<file path="src/rtl/fir_xifu_pkg.sv">
// Shared types for the FIR XIFU execute stage: opcodes, FSM states, EX stage records.
package fir_xifu_pkg;

  typedef enum logic [1:0] {
    OpNop  = 2'd0,
    OpDotp = 2'd1,
    OpLw   = 2'd2,
    OpSw   = 2'd3
  } fir_op_e;

  typedef enum logic [1:0] {
    StIdle,
    StMul,
    StMem,
    StOut
  } fir_state_e;

  typedef struct packed {
    fir_op_e     instr;
    logic [4:0]  rd;
    logic [31:0] op_a;
    logic [31:0] op_b;
  } ex_in_t;

  typedef struct packed {
    fir_op_e    instr;
    logic [4:0] rd;
  } ex_out_t;

  // Base plus signed offset; wraps modulo 2^32.
  function automatic logic [31:0] agu_addr(input logic [31:0] base, input logic [31:0] off);
    return base + off;
  endfunction

endpackage

</file>
<file path="src/rtl/fir_xifu_dotp.sv">
// N-lane signed dot product plus accumulator, optional post-multiply register stage.
// Saturation to the signed ACC_W range is enabled by defining FIR_XIFU_SAT_EN.
module fir_xifu_dotp #(
  parameter int unsigned NUM_LANES  = 2,
  parameter int unsigned LANE_W     = 16,
  parameter int unsigned ACC_W      = 32,
  parameter int unsigned MUL_STAGES = 0
) (
  input  logic             clk_i,
  input  logic             rst_ni,
  input  logic             i_en,
  input  logic [31:0]      i_a,
  input  logic [31:0]      i_b,
  input  logic [ACC_W-1:0] i_c,
  output logic [ACC_W-1:0] o_result
);

  localparam int unsigned SumW = 2 * LANE_W + $clog2(NUM_LANES) + 1;
  localparam int unsigned ExtW = ((SumW > ACC_W) ? SumW : ACC_W) + 1;

  logic signed [2*LANE_W-1:0] w_prod [NUM_LANES];
  logic signed [SumW-1:0]     w_sum;
  logic signed [SumW-1:0]     w_sum_stg;
  logic signed [ExtW-1:0]     w_total;

  for (genvar g = 0; g < NUM_LANES; g++) begin : g_lane
    assign w_prod[g] = (2*LANE_W)'($signed(i_a[g*LANE_W +: LANE_W]))
                     * (2*LANE_W)'($signed(i_b[g*LANE_W +: LANE_W]));
  end

  always_comb begin
    w_sum = '0;
    for (int unsigned i = 0; i < NUM_LANES; i++) begin
      w_sum = w_sum + SumW'(w_prod[i]);
    end
  end

  if (MUL_STAGES != 0) begin : g_pipe
    logic signed [SumW-1:0] r_sum;
    always_ff @(posedge clk_i or negedge rst_ni) begin
      if (!rst_ni) begin
        r_sum <= '0;
      end else if (i_en) begin
        r_sum <= w_sum;
      end
    end
    assign w_sum_stg = r_sum;
  end else begin : g_comb
    logic w_unused_pipe;
    assign w_unused_pipe = clk_i ^ rst_ni ^ i_en;
    assign w_sum_stg     = w_sum;
  end

  // Accumulator is only sampled in the output cycle, so it need not be pipelined.
  assign w_total = ExtW'(w_sum_stg) + ExtW'($signed(i_c));

`ifdef FIR_XIFU_SAT_EN
  localparam logic signed [ExtW-1:0] SatMax = ExtW'({1'b0, {(ACC_W-1){1'b1}}});
  localparam logic signed [ExtW-1:0] SatMin = ~SatMax;

  always_comb begin
    if (w_total > SatMax) begin
      o_result = SatMax[ACC_W-1:0];
    end else if (w_total < SatMin) begin
      o_result = SatMin[ACC_W-1:0];
    end else begin
      o_result = w_total[ACC_W-1:0];
    end
  end
`else
  logic w_unused_hi;
  assign w_unused_hi = ^w_total[ExtW-1:ACC_W];
  assign o_result    = w_total[ACC_W-1:0];
`endif

endmodule

</file>
<file path="src/rtl/fir_xifu_ex_simd.sv">
// FIR XIFU execute stage: SIMD dot product and post-increment load/store issue.
// Define FIR_XIFU_SAT_EN to saturate dot-product results instead of wrapping.
module fir_xifu_ex_simd
  import fir_xifu_pkg::*;
#(
  parameter int unsigned NUM_LANES  = 2,
  parameter int unsigned LANE_W     = 16,
  parameter int unsigned ACC_W      = 32,
  parameter int unsigned MUL_STAGES = 0,
  parameter int unsigned ID_W       = 4
) (
  input  logic             clk_i,
  input  logic             rst_ni,
  input  logic             in_valid_i,
  output logic             in_ready_o,
  input  logic [1:0]       in_instr_i,
  input  logic [ID_W-1:0]  in_id_i,
  input  logic [4:0]       in_rd_i,
  input  logic [31:0]      in_op_a_i,
  input  logic [31:0]      in_op_b_i,
  input  logic [ACC_W-1:0] in_op_c_i,
  output logic             mem_valid_o,
  input  logic             mem_ready_i,
  output logic [ID_W-1:0]  mem_id_o,
  output logic [31:0]      mem_addr_o,
  output logic             mem_we_o,
  output logic [31:0]      mem_wdata_o,
  output logic [3:0]       mem_be_o,
  output logic             out_valid_o,
  input  logic             out_ready_i,
  output logic [1:0]       out_instr_o,
  output logic [4:0]       out_rd_o,
  output logic [ACC_W-1:0] out_result_o
);

  fir_state_e       r_state;
  fir_state_e       w_state_nxt;
  ex_in_t           r_in;
  logic [ID_W-1:0]  r_id;
  logic [ACC_W-1:0] r_op_c;
  logic             w_accept;
  logic [31:0]      w_addr;
  logic [ACC_W-1:0] w_dotp;
  ex_out_t          w_out;

  // An accept may coincide with the WB handshake, giving one result per cycle.
  always_comb begin
    case (r_state)
      StIdle:  in_ready_o = 1'b1;
      StOut:   in_ready_o = out_ready_i;
      default: in_ready_o = 1'b0;
    endcase
  end

  assign w_accept = in_valid_i & in_ready_o;

  always_ff @(posedge clk_i or negedge rst_ni) begin
    if (!rst_ni) begin
      r_state <= StIdle;
    end else begin
      r_state <= w_state_nxt;
    end
  end

  always_comb begin
    w_state_nxt = r_state;
    case (r_state)
      StIdle, StOut: begin
        if (r_state == StOut && out_ready_i) w_state_nxt = StIdle;
        if (w_accept) begin
          case (fir_op_e'(in_instr_i))
            OpDotp:     w_state_nxt = (MUL_STAGES != 0) ? StMul : StOut;
            OpLw, OpSw: w_state_nxt = StMem;
            default:    ;
          endcase
        end
      end
      StMul:   w_state_nxt = StOut;
      StMem:   if (mem_ready_i) w_state_nxt = StOut;
      default: w_state_nxt = StIdle;
    endcase
  end

  always_ff @(posedge clk_i or negedge rst_ni) begin
    if (!rst_ni) begin
      r_in   <= '0;
      r_id   <= '0;
      r_op_c <= '0;
    end else if (w_accept) begin
      r_in   <= '{instr: fir_op_e'(in_instr_i), rd: in_rd_i, op_a: in_op_a_i, op_b: in_op_b_i};
      r_id   <= in_id_i;
      r_op_c <= in_op_c_i;
    end
  end

  fir_xifu_dotp #(
    .NUM_LANES  (NUM_LANES),
    .LANE_W     (LANE_W),
    .ACC_W      (ACC_W),
    .MUL_STAGES (MUL_STAGES)
  ) u_dotp (
    .clk_i    (clk_i),
    .rst_ni   (rst_ni),
    .i_en     (r_state == StMul),
    .i_a      (r_in.op_a),
    .i_b      (r_in.op_b),
    .i_c      (r_op_c),
    .o_result (w_dotp)
  );

  assign w_addr = agu_addr(r_in.op_a, r_in.op_b);

  always_comb begin
    mem_valid_o  = (r_state == StMem);
    mem_id_o     = r_id;
    mem_addr_o   = w_addr;
    mem_we_o     = (r_in.instr == OpSw);
    mem_wdata_o  = r_op_c[31:0];
    mem_be_o     = mem_valid_o ? 4'b1111 : 4'b0000;
    out_valid_o  = (r_state == StOut);
    w_out        = '{instr: r_in.instr, rd: r_in.rd};
    out_instr_o  = w_out.instr;
    out_rd_o     = w_out.rd;
    case (r_in.instr)
      OpDotp:     out_result_o = w_dotp;
      OpLw, OpSw: out_result_o = ACC_W'(w_addr + 32'd4);
      default:    out_result_o = '0;
    endcase
  end

endmodule

</file>
<file path="config.mk">
export PLATFORM = sky130hd
export DESIGN_NAME = fir_xifu_ex_simd
export DESIGN_NICKNAME = d
export VERILOG_FILES = /design/src/rtl/fir_xifu_pkg.sv /design/src/rtl/fir_xifu_dotp.sv /design/src/rtl/fir_xifu_ex_simd.sv
export SDC_FILE = /design/constraint.sdc
export NUM_CORES = 2
export LEC_CHECK = 0
export BUFFER_PORTS_ARGS = -buffer_cell sky130_fd_sc_hd__buf_4
export CORE_ASPECT_RATIO = 1.1
export CORE_MARGIN = 2
export CORE_UTILIZATION = 35
export CTS_CLUSTER_DIAMETER = 50
export DETAILED_ROUTE_END_ITERATION = 10
export GPL_ROUTABILITY_DRIVEN = 0
export HOLD_SLACK_MARGIN = 0.1
export SLEW_MARGIN = 5
export SYNTH_ARGS = -nofsm -noshare
export SYNTH_HDL_FRONTEND = slang
export SYNTH_SLANG_ARGS = --single-unit
</file>
<file path="constraint.sdc">
create_clock -name clk_i -period 28 [get_ports clk_i]
set_input_delay 7 -clock clk_i [delete_from_list [all_inputs] [get_ports clk_i]]
set_output_delay 7 -clock clk_i [all_outputs]
set_load 0.1 [all_outputs]
</file>
==> run_results.csv <==
group,metric,value,unit
run_status,status,"finished, final reports clean",
floorplanning,fp.dieW,272,um
clock_network,cts_tree,"done",
logic_synthesis,synth_top_area_frac,0.451,
floorplanning,num_rows,108,
sta,fin_crit_sh,0.587,
logic_synthesis,synth-edff-count,0,
cells_and_area,layout-drive-gt1-share,0.0890,
sta,fin_worst_skew,28.0,ps
critical_path,rr_endpoint,"r_in[46]",
worst_hold_path,min_to,"mem_id_o[1]",
clock_network,clkLatencyLatePin,430,ps
sta,max_freq,0.0609,GHz
clock_network,h-tree-depth,3,
logic_synthesis,syn-num-nets,3968,
critical_path,r2r_setup_slack,24890,ps
logic_synthesis,synthTopCellsByArea,"fa_1, dfrtp_1, inv_1",
flow_run,drv_cap,0,
grt,gr-total-overflow,0,
cells_and_area,syn_to_final_growth,10.8,%
detailed_routing,drt_first_pass_iters,7,
critical_path,required,21000,ps
logic_synthesis,synth_warnings,0,
critical_path,critPathLaunchType,"flip-flop",
worst_hold_path,hold_path.class,"reg -> reg",
clock_network,cts.sinks,109,
clock_network,numCtsBuffers,9,
logic_synthesis,syn_area_per_cell,9.03,sq um
critical_path,path_class,"reg -> out",
detailed_routing,ant_nets,0,
sta,rsz0062_at_grt,"false",
sta,maxSlewHeadroom,0.178,
cells_and_area,fin_nets,4104,
logic_synthesis,async_reset_ff_frac,1.00,
cells_and_area,fillerInstances,7982,
floorplanning,core,78500,sq um
detailed_routing,vias,20900,
logic_synthesis,ys_ff_latch,109,
worst_hold_path,hold_start,"mem_id_o[1]",
sta,finalSetupViolCount,0,
clock_network,postCtsHoldBufs,0,
grt,grt_pass1_wl,135000,um
floorplanning,start_util,0.352,
sta,fin_crit,16430,ps
sta,finalHoldViolCount,0,
detailed_routing,wl_per_cell,20.2,um
clock_network,post-cts-setup-buffer-count,0,
clock_network,cts-root-buf,"clkbuf_16",
floorplanning,die_y,299,um
clock_network,clk_path_buf_depth,2,
place,portBuffers,226,
grt,grt_pass1_vias,22400,
clock_network,path_clk_slew,120,ps
floorplanning,die_area,81200,sq um
detailed_routing,drt_iter0_markers,1256,
logic_synthesis,ys.flop_type,"dfrtp_1",
grt,antenna_found_initial,1,
detailed_routing,drt_wl_total,85600,um
logic_synthesis,syn_inst,3060,
detailed_routing,drc,0,
sta,worst_pin_slew,1230,ps
grt,grt_max_degree,83,
detailed_routing,via_per_inst,4.91,
sta,slew_viol_final,0,
sta,setup_tns,0,ps
clock_network,cts_resized,0,
critical_path,startpoint,"r_in[0]",
worst_hold_path,hold-path-cell-count,2,
place,place_hpwl,70800,um
cells_and_area,antenna_cells,0,
cells_and_area,post-route-util,0.390,
grt,track_usage,0.221,
cells_and_area,most-common-layout-cells,"inv_1, fa_1, nand2_1",
floorplanning,ios,227,
logic_synthesis,synth.distinct_cells,81,
critical_path,crit_fanout,17,
critical_path,r2r_cells,7,
critical_path,crit_path_end_kind,"output port",
critical_path,critPathArrivalTime,9430,ps
critical_path,r2r_start,"r_state[0]",
logic_synthesis,syn_area,27600,sq um
logic_synthesis,seq_area_frac_synth,0.0987,
cells_and_area,final_common_cell,"inv_1",
logic_synthesis,synth_top_area_cell,"fa_1",
area by class of cell:
class,count,area (sq um),area share
Sequential cell,109,2730,0.0891
Tap cell,1045,1310,0.0427
Timing Repair Buffer,242,1820,0.0595
Clock inverter,5,77.6,0.00253
Multi-Input combinational cell,2108,21700,0.709
Clock buffer,11,253,0.00826
Inverter,726,2730,0.0890
critical path, stage by stage (launching register included):
cell	delay (ps)
dfrtp_1	820
nand2_1	810
fa_1	800
inv_1	60
fa_1	490
fa_1	490
inv_1	50
fa_1	530
inv_1	50
fa_1	480
fa_1	510
fa_1	490
inv_1	50
fa_1	470
inv_1	40
ha_1	320
o21ai_0	290
or2_2	170
o221ai_1	120
a221o_1	340
a31oi_1	380
o2111ai_1	270
nand4_1	200
a21oi_1	80
a31oi_1	170
nand3_1	190
buf_4	310
per-layer routing:
metal | vias to the layer above | GRT usage | wire, um | share of wire
met2 | 585 | 0.391 | 44100 | 0.52
met1 | 10800 | 0.274 | 34200 | 0.40
met5 | - | 0 | 10 | 0.00012
met4 | 2 | 0.0845 | 3400 | 0.040
li1 | 9355 | - | - | -
met3 | 134 | 0.0268 | 3940 | 0.046
registers in the layout (all words and copies together), names as in the netlist:
register and cells:
out_instr_o 2, mem_id_o 4, r_in 64, r_state 2, out_rd_o 5, mem_wdata_o 32
synth_stat cells, drive strengths merged (6+ instances only):
cell type and count:
buf 20, nor3 19, a21o 16, dfrtp 109
nand4 11, o21a 10, o21ai 83, or3 8
xnor2 56, a311oi 6, o211ai 11, and2 212
clkbuf 97, inv 725, nor2 64, a31oi 12
nand3 34, o21bai 7, a211oi 13, nor2b 8
nor4 6, ha 173, and3 11, a22o 7
a21oi 44, xor2 31, nand2 548, nand2b 14
o22ai 17, fa 623, or2 6
how the worst max path moves through the flow:
stage                             endpoint  depth (start not counted)  slack, ps
after floorplan           out_result_o[27]                         27      12290
after global placement    out_result_o[29]                         25      12190
after detailed placement  out_result_o[29]                         25      12100
after CTS                 out_result_o[29]                         25      11580
after global routing      out_result_o[31]                         26      11030
final                     out_result_o[31]                         26      11570
through the flow:
stage	instances	setup slack (ps)	hold WS [ps]	cell area [sq um]
6_report	4246	11570	481	30600
5_1_grt	4246	11030	532	30600
4_1_cts	4246	11580	487	30600
3_5_place_dp	4230	12100	464	30300
3_3_place_gp	4230	12190	465	30300
2_1_floorplan	3060	12290	447	27600
cells by family (layout without fill, tap and decap cells):
group	count (synthesis)	count (layout)	synth area share
adders and majority gates	796	796	0.530
and+or+nand+nor	959	959	0.163
buffers and inverters	843	984	0.117
DFF	109	109	0.0987
muxes	1	1	0.000362
AOI/OAI and AO/OA	265	265	0.0639
xor gates and xnor gates	87	87	0.0276
Power is left out: the tool's default activity adds up to more than one toggle a clock period on the data nets, which glitch-free logic cannot reach.
